$ cat src/rtl/i2c_config_sequencer_if.sv
// rtl/i2c_config_sequencer_if.sv - command/status bus between the sequencer and the I2C master logic
interface i2c_config_sequencer_if;
    logic [7:0] i2c_config;
    logic [6:0] i2c_dev_addr;
    logic [7:0] i2c_reg_addr;
    logic [7:0] i2c_reg_data;
    logic       i2c_busy;
    logic       i2c_nack;
    logic [7:0] i2c_read_data;

    modport master (
        output i2c_config, i2c_dev_addr, i2c_reg_addr, i2c_reg_data,
        input  i2c_busy, i2c_nack, i2c_read_data
    );

    modport slave (
        input  i2c_config, i2c_dev_addr, i2c_reg_addr, i2c_reg_data,
        output i2c_busy, i2c_nack, i2c_read_data
    );
endinterface

$ cat src/rtl/i2c_config_sequencer.sv
// rtl/i2c_config_sequencer.sv - table-driven I2C register sequencer: one-shot init pass, then periodic polling
module i2c_config_sequencer #(
    parameter int         NUM_ENTRIES = 16,
    parameter int         INIT_COUNT  = 4,
    parameter logic [6:0] DEV_ADDR    = 7'h68,
    parameter int         POLL_DIV    = 12000,
    parameter int         RETRY_MAX   = 3,
    parameter int         TIMEOUT     = 4095,
    localparam int        AW          = $clog2(NUM_ENTRIES)
) (
    input  logic                  clk_12m,
    input  logic                  rst,
    input  logic                  tbl_we,
    input  logic [AW-1:0]         tbl_addr,
    input  logic [18:0]           tbl_wdata,
    i2c_config_sequencer_if.master bus,
    output logic [7:0]            rd_data,
    output logic [AW-1:0]         rd_index,
    output logic                  rd_valid,
    output logic                  init_done,
    output logic                  err,
    output logic [7:0]            state_debug
);
    localparam int TW = (TIMEOUT > 1) ? $clog2(TIMEOUT) : 1;
    localparam int PW = $clog2(POLL_DIV);
    localparam int RW = (RETRY_MAX > 0) ? $clog2(RETRY_MAX + 1) : 1;

    typedef enum logic [2:0] {
        S_IDLE      = 3'd0,
        S_FETCH     = 3'd1,
        S_ISSUE     = 3'd2,
        S_WAIT_BUSY = 3'd3,
        S_WAIT_DONE = 3'd4,
        S_CHECK     = 3'd5,
        S_POLL_WAIT = 3'd6,
        S_ERROR     = 3'd7
    } state_e;

    logic [18:0]   tbl_q [NUM_ENTRIES];
    state_e        state_q, state_d;
    logic [AW-1:0] ptr_q, ptr_d;
    logic [RW-1:0] retry_q, retry_d;
    logic [TW-1:0] timer_q, timer_d;
    logic [PW-1:0] poll_q, poll_d;
    logic [18:0]   entry_q, entry_d;
    logic          fail_q, fail_d;
    logic [7:0]    rdata_q, rdata_d;
    logic          init_done_q, init_done_d;
    logic          err_q, err_d;
    logic          busy_meta_q, busy_meta_d;
    logic          busy_sync_q, busy_sync_d;
    logic          busy_prev_q, busy_prev_d;
    logic          busy_rise, busy_fall;
    logic          active;
    logic [2:0]    mode;

    always_ff @(posedge clk_12m) begin
        if (tbl_we && (int'(tbl_addr) < NUM_ENTRIES)) begin
            tbl_q[tbl_addr] <= tbl_wdata;
        end
    end

    always_ff @(posedge clk_12m) begin
        if (rst) begin
            state_q     <= S_IDLE;
            ptr_q       <= '0;
            retry_q     <= '0;
            timer_q     <= '0;
            poll_q      <= '0;
            entry_q     <= '0;
            fail_q      <= 1'b0;
            rdata_q     <= '0;
            init_done_q <= 1'b0;
            err_q       <= 1'b0;
            busy_meta_q <= 1'b0;
            busy_sync_q <= 1'b0;
            busy_prev_q <= 1'b0;
        end else begin
            state_q     <= state_d;
            ptr_q       <= ptr_d;
            retry_q     <= retry_d;
            timer_q     <= timer_d;
            poll_q      <= poll_d;
            entry_q     <= entry_d;
            fail_q      <= fail_d;
            rdata_q     <= rdata_d;
            init_done_q <= init_done_d;
            err_q       <= err_d;
            busy_meta_q <= busy_meta_d;
            busy_sync_q <= busy_sync_d;
            busy_prev_q <= busy_prev_d;
        end
    end

    always_comb begin
        busy_meta_d = bus.i2c_busy;
        busy_sync_d = busy_meta_q;
        busy_prev_d = busy_sync_q;
        busy_rise   = busy_sync_q & ~busy_prev_q;
        busy_fall   = ~busy_sync_q & busy_prev_q;

        state_d     = state_q;
        ptr_d       = ptr_q;
        retry_d     = retry_q;
        timer_d     = timer_q;
        poll_d      = poll_q;
        entry_d     = entry_q;
        fail_d      = fail_q;
        rdata_d     = rdata_q;
        init_done_d = init_done_q;
        err_d       = err_q;

        case (state_q)
            S_IDLE: begin
                ptr_d   = '0;
                state_d = S_FETCH;
            end
            S_FETCH: begin
                entry_d = tbl_q[ptr_q];
                // Mode 0 entries bypass the bus and are counted as a successful step.
                if (tbl_q[ptr_q][18:16] == 3'd0) begin
                    fail_d  = 1'b0;
                    state_d = S_CHECK;
                end else begin
                    state_d = S_ISSUE;
                end
            end
            S_ISSUE: begin
                timer_d = '0;
                state_d = S_WAIT_BUSY;
            end
            S_WAIT_BUSY: begin
                if (busy_rise) begin
                    timer_d = '0;
                    state_d = S_WAIT_DONE;
                end else if (timer_q == TW'(TIMEOUT - 1)) begin
                    fail_d  = 1'b1;
                    state_d = S_CHECK;
                end else begin
                    timer_d = timer_q + 1'b1;
                end
            end
            S_WAIT_DONE: begin
                if (busy_fall) begin
                    fail_d  = bus.i2c_nack;
                    rdata_d = bus.i2c_read_data;
                    state_d = S_CHECK;
                end else if (timer_q == TW'(TIMEOUT - 1)) begin
                    fail_d  = 1'b1;
                    state_d = S_CHECK;
                end else begin
                    timer_d = timer_q + 1'b1;
                end
            end
            S_CHECK: begin
                if (!fail_q) begin
                    retry_d = '0;
                    if (!init_done_q && (ptr_q == AW'(INIT_COUNT - 1))) begin
                        init_done_d = 1'b1;
                        ptr_d       = AW'(INIT_COUNT);
                        poll_d      = '0;
                        state_d     = S_POLL_WAIT;
                    end else if (ptr_q == AW'(NUM_ENTRIES - 1)) begin
                        ptr_d   = AW'(INIT_COUNT);
                        poll_d  = '0;
                        state_d = S_POLL_WAIT;
                    end else begin
                        ptr_d   = ptr_q + 1'b1;
                        state_d = S_FETCH;
                    end
                end else if (retry_q < RW'(RETRY_MAX)) begin
                    retry_d = retry_q + 1'b1;
                    state_d = S_ISSUE;
                end else begin
                    err_d   = 1'b1;
                    state_d = S_ERROR;
                end
            end
            S_POLL_WAIT: begin
                if (poll_q == PW'(POLL_DIV - 1)) begin
                    state_d = S_FETCH;
                end else begin
                    poll_d = poll_q + 1'b1;
                end
            end
            S_ERROR: begin
                err_d = 1'b1;
            end
            default: begin
                state_d = S_IDLE;
            end
        endcase
    end

    // Bus request is presented from ISSUE through WAIT_DONE and withdrawn in CHECK.
    always_comb begin
        mode        = entry_q[18:16];
        active      = (state_q == S_ISSUE) || (state_q == S_WAIT_BUSY) || (state_q == S_WAIT_DONE);
        rd_valid    = (state_q == S_CHECK) && !fail_q && (mode >= 3'd4) && (mode <= 3'd6);
        rd_data     = rdata_q;
        rd_index    = ptr_q;
        init_done   = init_done_q;
        err         = err_q;
        state_debug = {5'b0, state_q};
    end

    assign bus.i2c_config   = active ? {5'b0, mode} : 8'h00;
    assign bus.i2c_dev_addr = active ? DEV_ADDR : 7'h00;
    assign bus.i2c_reg_addr = active ? entry_q[15:8] : 8'h00;
    assign bus.i2c_reg_data = active ? entry_q[7:0] : 8'h00;
endmodule

$ cat src/flat_wrapper.sv
// flat-port wrapper written by rule: the top's interface ports become plain ports
module i2c_config_sequencer_flat 
#(
    parameter int         NUM_ENTRIES = 16,
    parameter int         INIT_COUNT  = 4,
    parameter logic [6:0] DEV_ADDR    = 7'h68,
    parameter int         POLL_DIV    = 12000,
    parameter int         RETRY_MAX   = 3,
    parameter int         TIMEOUT     = 4095,
    localparam int        AW          = $clog2(NUM_ENTRIES)
)
  (clk_12m, rst, tbl_we, tbl_addr, tbl_wdata, rd_data, rd_index, rd_valid, init_done, err, state_debug, bus_i2c_config, bus_i2c_dev_addr, bus_i2c_reg_addr, bus_i2c_reg_data, bus_i2c_busy, bus_i2c_nack, bus_i2c_read_data);
  i2c_config_sequencer_if bus_i ();
  input  logic clk_12m;
  input  logic rst;
  input  logic tbl_we;
  input  logic [AW-1:0] tbl_addr;
  input  logic [18:0] tbl_wdata;
  output logic [7:0] rd_data;
  output logic [AW-1:0] rd_index;
  output logic rd_valid;
  output logic init_done;
  output logic err;
  output logic [7:0] state_debug;
  output wire logic [$bits(bus_i.i2c_config)-1:0] bus_i2c_config;
  output wire logic [$bits(bus_i.i2c_dev_addr)-1:0] bus_i2c_dev_addr;
  output wire logic [$bits(bus_i.i2c_reg_addr)-1:0] bus_i2c_reg_addr;
  output wire logic [$bits(bus_i.i2c_reg_data)-1:0] bus_i2c_reg_data;
  input wire logic [$bits(bus_i.i2c_busy)-1:0] bus_i2c_busy;
  input wire logic [$bits(bus_i.i2c_nack)-1:0] bus_i2c_nack;
  input wire logic [$bits(bus_i.i2c_read_data)-1:0] bus_i2c_read_data;
  assign bus_i2c_config = bus_i.i2c_config;
  assign bus_i2c_dev_addr = bus_i.i2c_dev_addr;
  assign bus_i2c_reg_addr = bus_i.i2c_reg_addr;
  assign bus_i2c_reg_data = bus_i.i2c_reg_data;
  assign bus_i.i2c_busy = bus_i2c_busy;
  assign bus_i.i2c_nack = bus_i2c_nack;
  assign bus_i.i2c_read_data = bus_i2c_read_data;
  i2c_config_sequencer #(.NUM_ENTRIES(NUM_ENTRIES), .INIT_COUNT(INIT_COUNT), .DEV_ADDR(DEV_ADDR), .POLL_DIV(POLL_DIV), .RETRY_MAX(RETRY_MAX), .TIMEOUT(TIMEOUT)) u_core (.clk_12m(clk_12m), .rst(rst), .tbl_we(tbl_we), .tbl_addr(tbl_addr), .tbl_wdata(tbl_wdata), .bus(bus_i), .rd_data(rd_data), .rd_index(rd_index), .rd_valid(rd_valid), .init_done(init_done), .err(err), .state_debug(state_debug));
endmodule
$ cat config.mk
export PLATFORM = sky130hd
export DESIGN_NAME = i2c_config_sequencer_flat
export DESIGN_NICKNAME = d
export VERILOG_FILES = /design/src/rtl/i2c_config_sequencer_if.sv /design/src/rtl/i2c_config_sequencer.sv /design/src/flat_wrapper.sv
export SDC_FILE = /design/constraint.sdc
export NUM_CORES = 1
export LEC_CHECK = 0
export BUFFER_PORTS_ARGS = -buffer_cell sky130_fd_sc_hd__buf_2
export CAP_MARGIN = 20
export CORE_UTILIZATION = 45
export CTS_CLUSTER_DIAMETER = 150
export DETAILED_ROUTE_END_ITERATION = 8
export GPL_ROUTABILITY_DRIVEN = 0
export PLACE_DENSITY_LB_ADDON = 0.05
export RECOVER_POWER = 100
export SKIP_CTS_REPAIR_TIMING = 1
export SLEW_MARGIN = 30
export SYNTH_ARGS = -nofsm -noshare
export SYNTH_HDL_FRONTEND = slang
export SYNTH_SLANG_ARGS = --single-unit
export TNS_END_PERCENT = 20
$ cat constraint.sdc
create_clock -name clk_12m -period 4.4 [get_ports clk_12m]
set_input_delay 0.88 -clock clk_12m [delete_from_list [all_inputs] [get_ports clk_12m]]
set_output_delay 0.88 -clock clk_12m [all_outputs]
set_load 0.05 [all_outputs]
==> metrics.cfg, run 1 <==
[outcome]
status=finished, violations left
violations=capacitance limit, slew limit

[layout]
layout_common_cells=edfxtp_1, mux4_2, clkbuf_1
nets=1004
regArea_um2=10600
fillers=2716
area_delta_synth_final_pct=12.2
layout_commonest_cell=edfxtp_1
multi_input_area_um2=4110
finalNonFillerCells=1437
layout-drive-gt1-share_pct=18.8

[route]
wl_met3_um=1780
vias=8095
avgViaCountPerCell=5.63
drt_iter0_markers=497
wl_per_cell_um=23.1
dr.pass1.iters=5
topRoutingLayerUsed=met5
drcViolationCount=0
wirelength_um=33200
drt-met1-wl_um=15600
ant_nets=0
met2WireLength_um=15100

[sta]
drv_slew=309
max_freq_mhz=270
finalSetupViolCount=0
skew_ps=16.0
fin_tns_setup_ps=0
holdWs_ps=433
layout_min_cycle_time_ps=3700
slew_headroom_pct=-88.2
tightest_slew_ps=2810
final.period_utilization_pct=84.1
hold_violations=0
rsz0062_at_grt=no

[min_path]
min_path_type=register to register
holdPathStages=2

[clocking]
clockBufferDepth=3
clk_latency_ps=530
tritoncts=done
clock-sinks=376
numCtsBuffers=40
h-tree-depth=2
clk_pin_slew_ps=60
cts-root-buf=clkbuf_16

[logic_synthesis]
syn_area_per_cell_um2=17.1
synth-async-reset-ratio_pct=0
ys_ff_latch=376
synth_ff_type=edfxtp_1
synth_area_um2=15000
yosysSeqAreaShare_pct=70.4
ys_warn_count=0
synth-edff-count=304
synth.distinct_cells=57
syn_inst=878

[worst_setup_path]
r2r_end=u_core.state_q[0]$_SDFFE_PP0P_
reg2reg_depth=6
critPathKind=register to output port
r2r_setup_slack_ps=1190
cp.arrival_ps=2820
critPathRequiredTime_ps=3520
cp-startpoint=u_core.state_q[2]$_SDFFE_PP0P_
endpoint=bus_i2c_reg_data[7]
cp-end-kind=output port
critical_path_peak_fanout=20
startpoint_type=register

[flow_run]
drv_cap=16

[floorplan]
dieArea_um2=34100
chipWidth_um=185
coreArea_um2=32700
start_util_pct=45.9
io_pins=90
chipHeight_um=185
num_rows=66

[pwr]
power.leakage_nw=5.33
p_per_area_nw_per_um2=437
power.total_mw=7.35
vdd_drop_max_mv=0.256

[placed_design]
dp.cells=1363
hpwlAfterDp_um=19300
port_buffers=75

[global_routing]
grt_pass1_wl_um=50000
grt_max_degree=37
antenna_found_initial=2
grt_pass1_vias=8178
grt_remaining_overflow=0
gr-usage-all-layers_pct=20.1

[final cells by class]
cell class,instances,area share (%)
flip-flops and latches,376,62.8
multi-input cells,446,24.4
clock buffers,49,6.27
well taps,442,3.28
repair buffers,91,2.37
clock inverters,24,0.684
inverters,8,0.178
diodes,1,0.0149
[per-layer routing]
metal | vias up | track usage, %
li1 | 3607 | -
met1 | 4171 | 29.4
met2 | 254 | 31.0
met3 | 61 | 3.56
met4 | 2 | 5.39
met5 | - | 0
[critical path: stages (launching register included)]
cell and delay, ps:
dfxtp_1 660, nor3b_1 570, nor2_1 140, buf_4 240
nor2b_1 190, clkbuf_1 490
[cells by family after synthesis]
| family | synth area share (%) |
|---|---|
| flops | 70.4 |
| simple gates | 8.10 |
| mux | 14.8 |
| compound gates | 3.28 |
| buf+inv | 2.47 |
| xor+xnor | 0.467 |
| fa+ha+maj | 0.417 |
| other cells | 0.0250 |
[flip-flops by register name, summed over array words and instances (netlist names), named ones only]
signal              flops
u_core.tbl_q          304
u_core.retry_q          2
u_core.rd_data          8
u_core.busy_prev_d      1
u_core.err              1
u_core.state_q          3
u_core.timer_q         12
u_core.init_done        1
u_core.entry_q         19
u_core.poll_q          14
u_core.busy_meta_q      1
u_core.busy_prev_q      1
u_core.fail_q           1
u_core.rd_index         4
[power breakdown]
group	switching (mW)	total (mW)	internal [mW]
Clock	1.33	3.03	1.71
Sequential	0.0383	3.96	3.93
Combinational	0.267	0.355	0.0887
[Yosys cell counts (4+ instances only)]
library cell | number | area [µm²]
nand3_1 | 36 | 180
clkbuf_1 | 24 | 90.1
or3_1 | 9 | 56.3
edfxtp_1 | 304 | 9130
o21ai_0 | 15 | 75.1
nor2b_1 | 27 | 169
nand4_1 | 8 | 50.1
mux2i_1 | 13 | 130
nand2_1 | 57 | 214
buf_4 | 17 | 128
xnor2_1 | 6 | 52.6
nand3b_1 | 5 | 37.5
nor2_1 | 46 | 173
or4_1 | 4 | 30.0
ha_1 | 5 | 62.6
and3_1 | 6 | 37.5
buf_6 | 4 | 45.0
nand2b_1 | 6 | 37.5
nor3_1 | 9 | 45.0
a21oi_1 | 31 | 155
o31ai_1 | 7 | 52.6
inv_1 | 8 | 30.0
dfxtp_1 | 72 | 1440
mux4_2 | 92 | 2070
buf_2 | 14 | 70.1
[how the worst min path moves through the flow]
| stage | end | slack [ps] | from |
|---|---|---|---|
| after floorplan | u_core.busy_prev_d$_SDFF_PP0_ | 410 | u_core.busy_meta_q$_SDFF_PP0_ |
| after global placement | u_core.entry_q[2]$_SDFFE_PP0N_ | 430 | u_core.entry_q[2]$_SDFFE_PP0N_ |
| after detailed placement | u_core.entry_q[2]$_SDFFE_PP0N_ | 430 | u_core.entry_q[2]$_SDFFE_PP0N_ |
| after CTS | u_core.entry_q[2]$_SDFFE_PP0N_ | 440 | u_core.entry_q[2]$_SDFFE_PP0N_ |
| after global routing | u_core.entry_q[2]$_SDFFE_PP0N_ | 450 | u_core.entry_q[2]$_SDFFE_PP0N_ |
| final | u_core.entry_q[2]$_SDFFE_PP0N_ | 430 | u_core.entry_q[2]$_SDFFE_PP0N_ |
[per-stage QoR]
step | setup WS (ps) | cell area, µm² | utilization (%)
after floorplan | 1250 | 15100 | -
after global placement | 1520 | 15900 | 48.6
after detailed placement | 1440 | 15900 | 48.6
after CTS | 1100 | 17100 | 52.2
after global routing | 503 | 16800 | 51.5
final | 701 | 16800 | 51.5
Note: power is estimated with default switching activity, not from simulation.
==> inputs of run 2 (changes only) <==
clock period = 3.1 ns   (was 4.4 ns; I/O delays follow)
==> run 2 against run 1 <==
- register-to-register slack worse by 790 ps
- first-iteration DRC count is 56% higher
- the flow still finishes with violations (capacitance limit, slew limit)
- highest routed layer unchanged
- sequential power is 42% higher
==> metrics.cfg, run 2 (synthesis gave the netlist of run 1 again) <==
[worst_setup_path]
startpoint_type=register
critPathKind=register to output port
crit_chain=nor2b_2 -> nor2_1 -> buf_4 -> nor2b_1 -> buf_2
max_stage_delay_ps=540  ; -120 ps
critPathRequiredTime_ps=2480  ; -1040 ps
critical_path_peak_fanout=20  ; unchanged
crit_buf_inv=2  ; unchanged
crit_slowest_cell=dfxtp_1
crit_family=simple AND/OR/NAND/NOR gates
cp-end-kind=output port
cp.arrival_ps=2280  ; -540 ps

[clocking]
numCtsBuffers=41  ; +2.5%
clock-sinks=376  ; unchanged
clk_latency_ps=530  ; about the same
clk_pin_slew_ps=60  ; about the same
h-tree-depth=2  ; unchanged
tritoncts=done
cts-root-buf=clkbuf_16
clockBufferDepth=3  ; unchanged

[sta]
final.period_utilization_pct=93.5
drv_slew=149  ; -52%
tightest_slew_ps=1770  ; -1040 ps
rsz0062_at_grt=no
fin_tns_setup_ps=0  ; unchanged
slew_headroom_pct=-18.1  ; +70 points
hold_violations=0  ; unchanged
skew_ps=10.3  ; -5.67 ps
layout_min_cycle_time_ps=2900
max_freq_mhz=345
finalSetupViolCount=0  ; unchanged

[flow_run]
drv_cap=7  ; -9

[layout]
top_regs=u_core.tbl_q (304), u_core.entry_q (19), u_core.poll_q (14)
nets=1020  ; +1.6%
area_delta_synth_final_pct=14.8
layout_common_cells=edfxtp_1, mux4_2, dfxtp_1
final_core_util_pct=52.7  ; +1.2 points
largest_reg_flops=304  ; unchanged
layout_commonest_cell=edfxtp_1
top_register=u_core.tbl_q
antenna_cells=0  ; -1
layout-drive-gt1-share_pct=22.0  ; +3.2 points

[global_routing]
grt_max_degree=53  ; +43%
gr-usage-all-layers_pct=20.3  ; +0.29 points
antenna_found_initial=2  ; unchanged
grt_remaining_overflow=0  ; unchanged
grt_pass1_wl_um=50600  ; +1.2%
grt_pass1_vias=8334  ; +1.9%

[placed_design]
hpwlAfterDp_um=20600  ; +6.9%
port_buffers=75  ; unchanged

[pwr]
p_per_area_nw_per_um2=660  ; +51%
vdd_drop_max_mv=0.493  ; +92%
power.leakage_nw=5.56  ; +4.4%

[route]
wl_per_cell_um=23.3  ; +0.69%
drt_iter0_markers=775  ; +56%
wirelength_um=33800  ; +1.9%
ant_nets=0  ; unchanged
avgViaCountPerCell=5.65  ; +0.26%
drcViolationCount=0  ; unchanged
dr.pass1.iters=5  ; unchanged
vias=8212  ; +1.4%

[floorplan]
num_rows=66  ; unchanged
chipWidth_um=185  ; unchanged
start_util_pct=45.9  ; unchanged
io_pins=90  ; unchanged
chipHeight_um=185  ; unchanged
coreArea_um2=32700  ; unchanged
dieArea_um2=34100  ; unchanged

[outcome]
status=finished, violations left
violations=capacitance limit, slew limit

[min_path]
min_path_type=input pin to register

-- run 2: cell count changes in the layout (fill, tap and decap cells not counted), moves of 3 or more --
cell / previous run / this run
clkbuf_2: 0 / 23
clkinv_2: 12 / 6
clkbuf_1: 79 / 65
clkinv_1: 10 / 7
clkbuf_8: 0 / 3
bufinv_16: 0 / 8
-- run 2: area by class of cell --
cell class / instances / area [µm²]
sequential: 376 / 10600
inverter: 8 / 30.0
clock inverter: 25 / 329
fill: 2707 / 15500
multi-input combinational: 446 / 4110
tap: 442 / 553
clock buffer: 51 / 1140
timing repair buffer: 106 / 503
-- run 2: worst reg2reg max path: stages, from the launching register on --
cell and delay (ps):
dfxtp_1 390, ha_1 240, or4b_1 510, a211oi_1 450, a31oi_2 280, or4_1 620
a21oi_1 140
-- run 2: path summary, 6_finish.rpt --
path	startpoint	end	slack [ps]	depth (start not counted)
min reg2reg	u_core.entry_q[12]$_SDFFE_PP0N_	u_core.entry_q[12]$_SDFFE_PP0N_	440	2
max reg2reg	u_core.rd_index[1]$_SDFFE_PP0P_	u_core.poll_q[13]$_SDFFE_PP0P_	400	6
min	bus_i2c_busy	u_core.busy_meta_q$_SDFF_PP0_	310	2
max	u_core.state_q[1]$_SDFFE_PP0P_	bus_i2c_reg_data[6]	200	5
-- run 2: layer usage --
metal | wire (µm) | up-vias | track usage (%)
met3 | 1650 | 61 | 3.58
met1 | 15400 | 4287 | 28.8
met5 | 30 | - | 0
li1 | - | 3643 | -
met4 | 687 | 4 | 5.29
met2 | 16000 | 217 | 32.7
-- run 2: per-stage QoR --
stage	cells	instance area [µm²]	total power, mW	hold slack (ps)	worst slack, ps
4_1_cts	1454	17400	11.5	294	136
6_report	1454	17200	11.4	310	200
2_1_floorplan	891	15100	6.08	414	214
5_1_grt	1454	17200	11.7	304	30.0
3_5_place_dp	1378	16000	6.28	432	666
3_3_place_gp	1378	16000	6.26	428	752
-- run 2: power breakdown --
group | switching [mW] | internal, mW | total (mW)
Clock | 1.95 | 3.27 | 5.22
Sequential | 0.0572 | 5.57 | 5.63
Combinational | 0.397 | 0.135 | 0.532
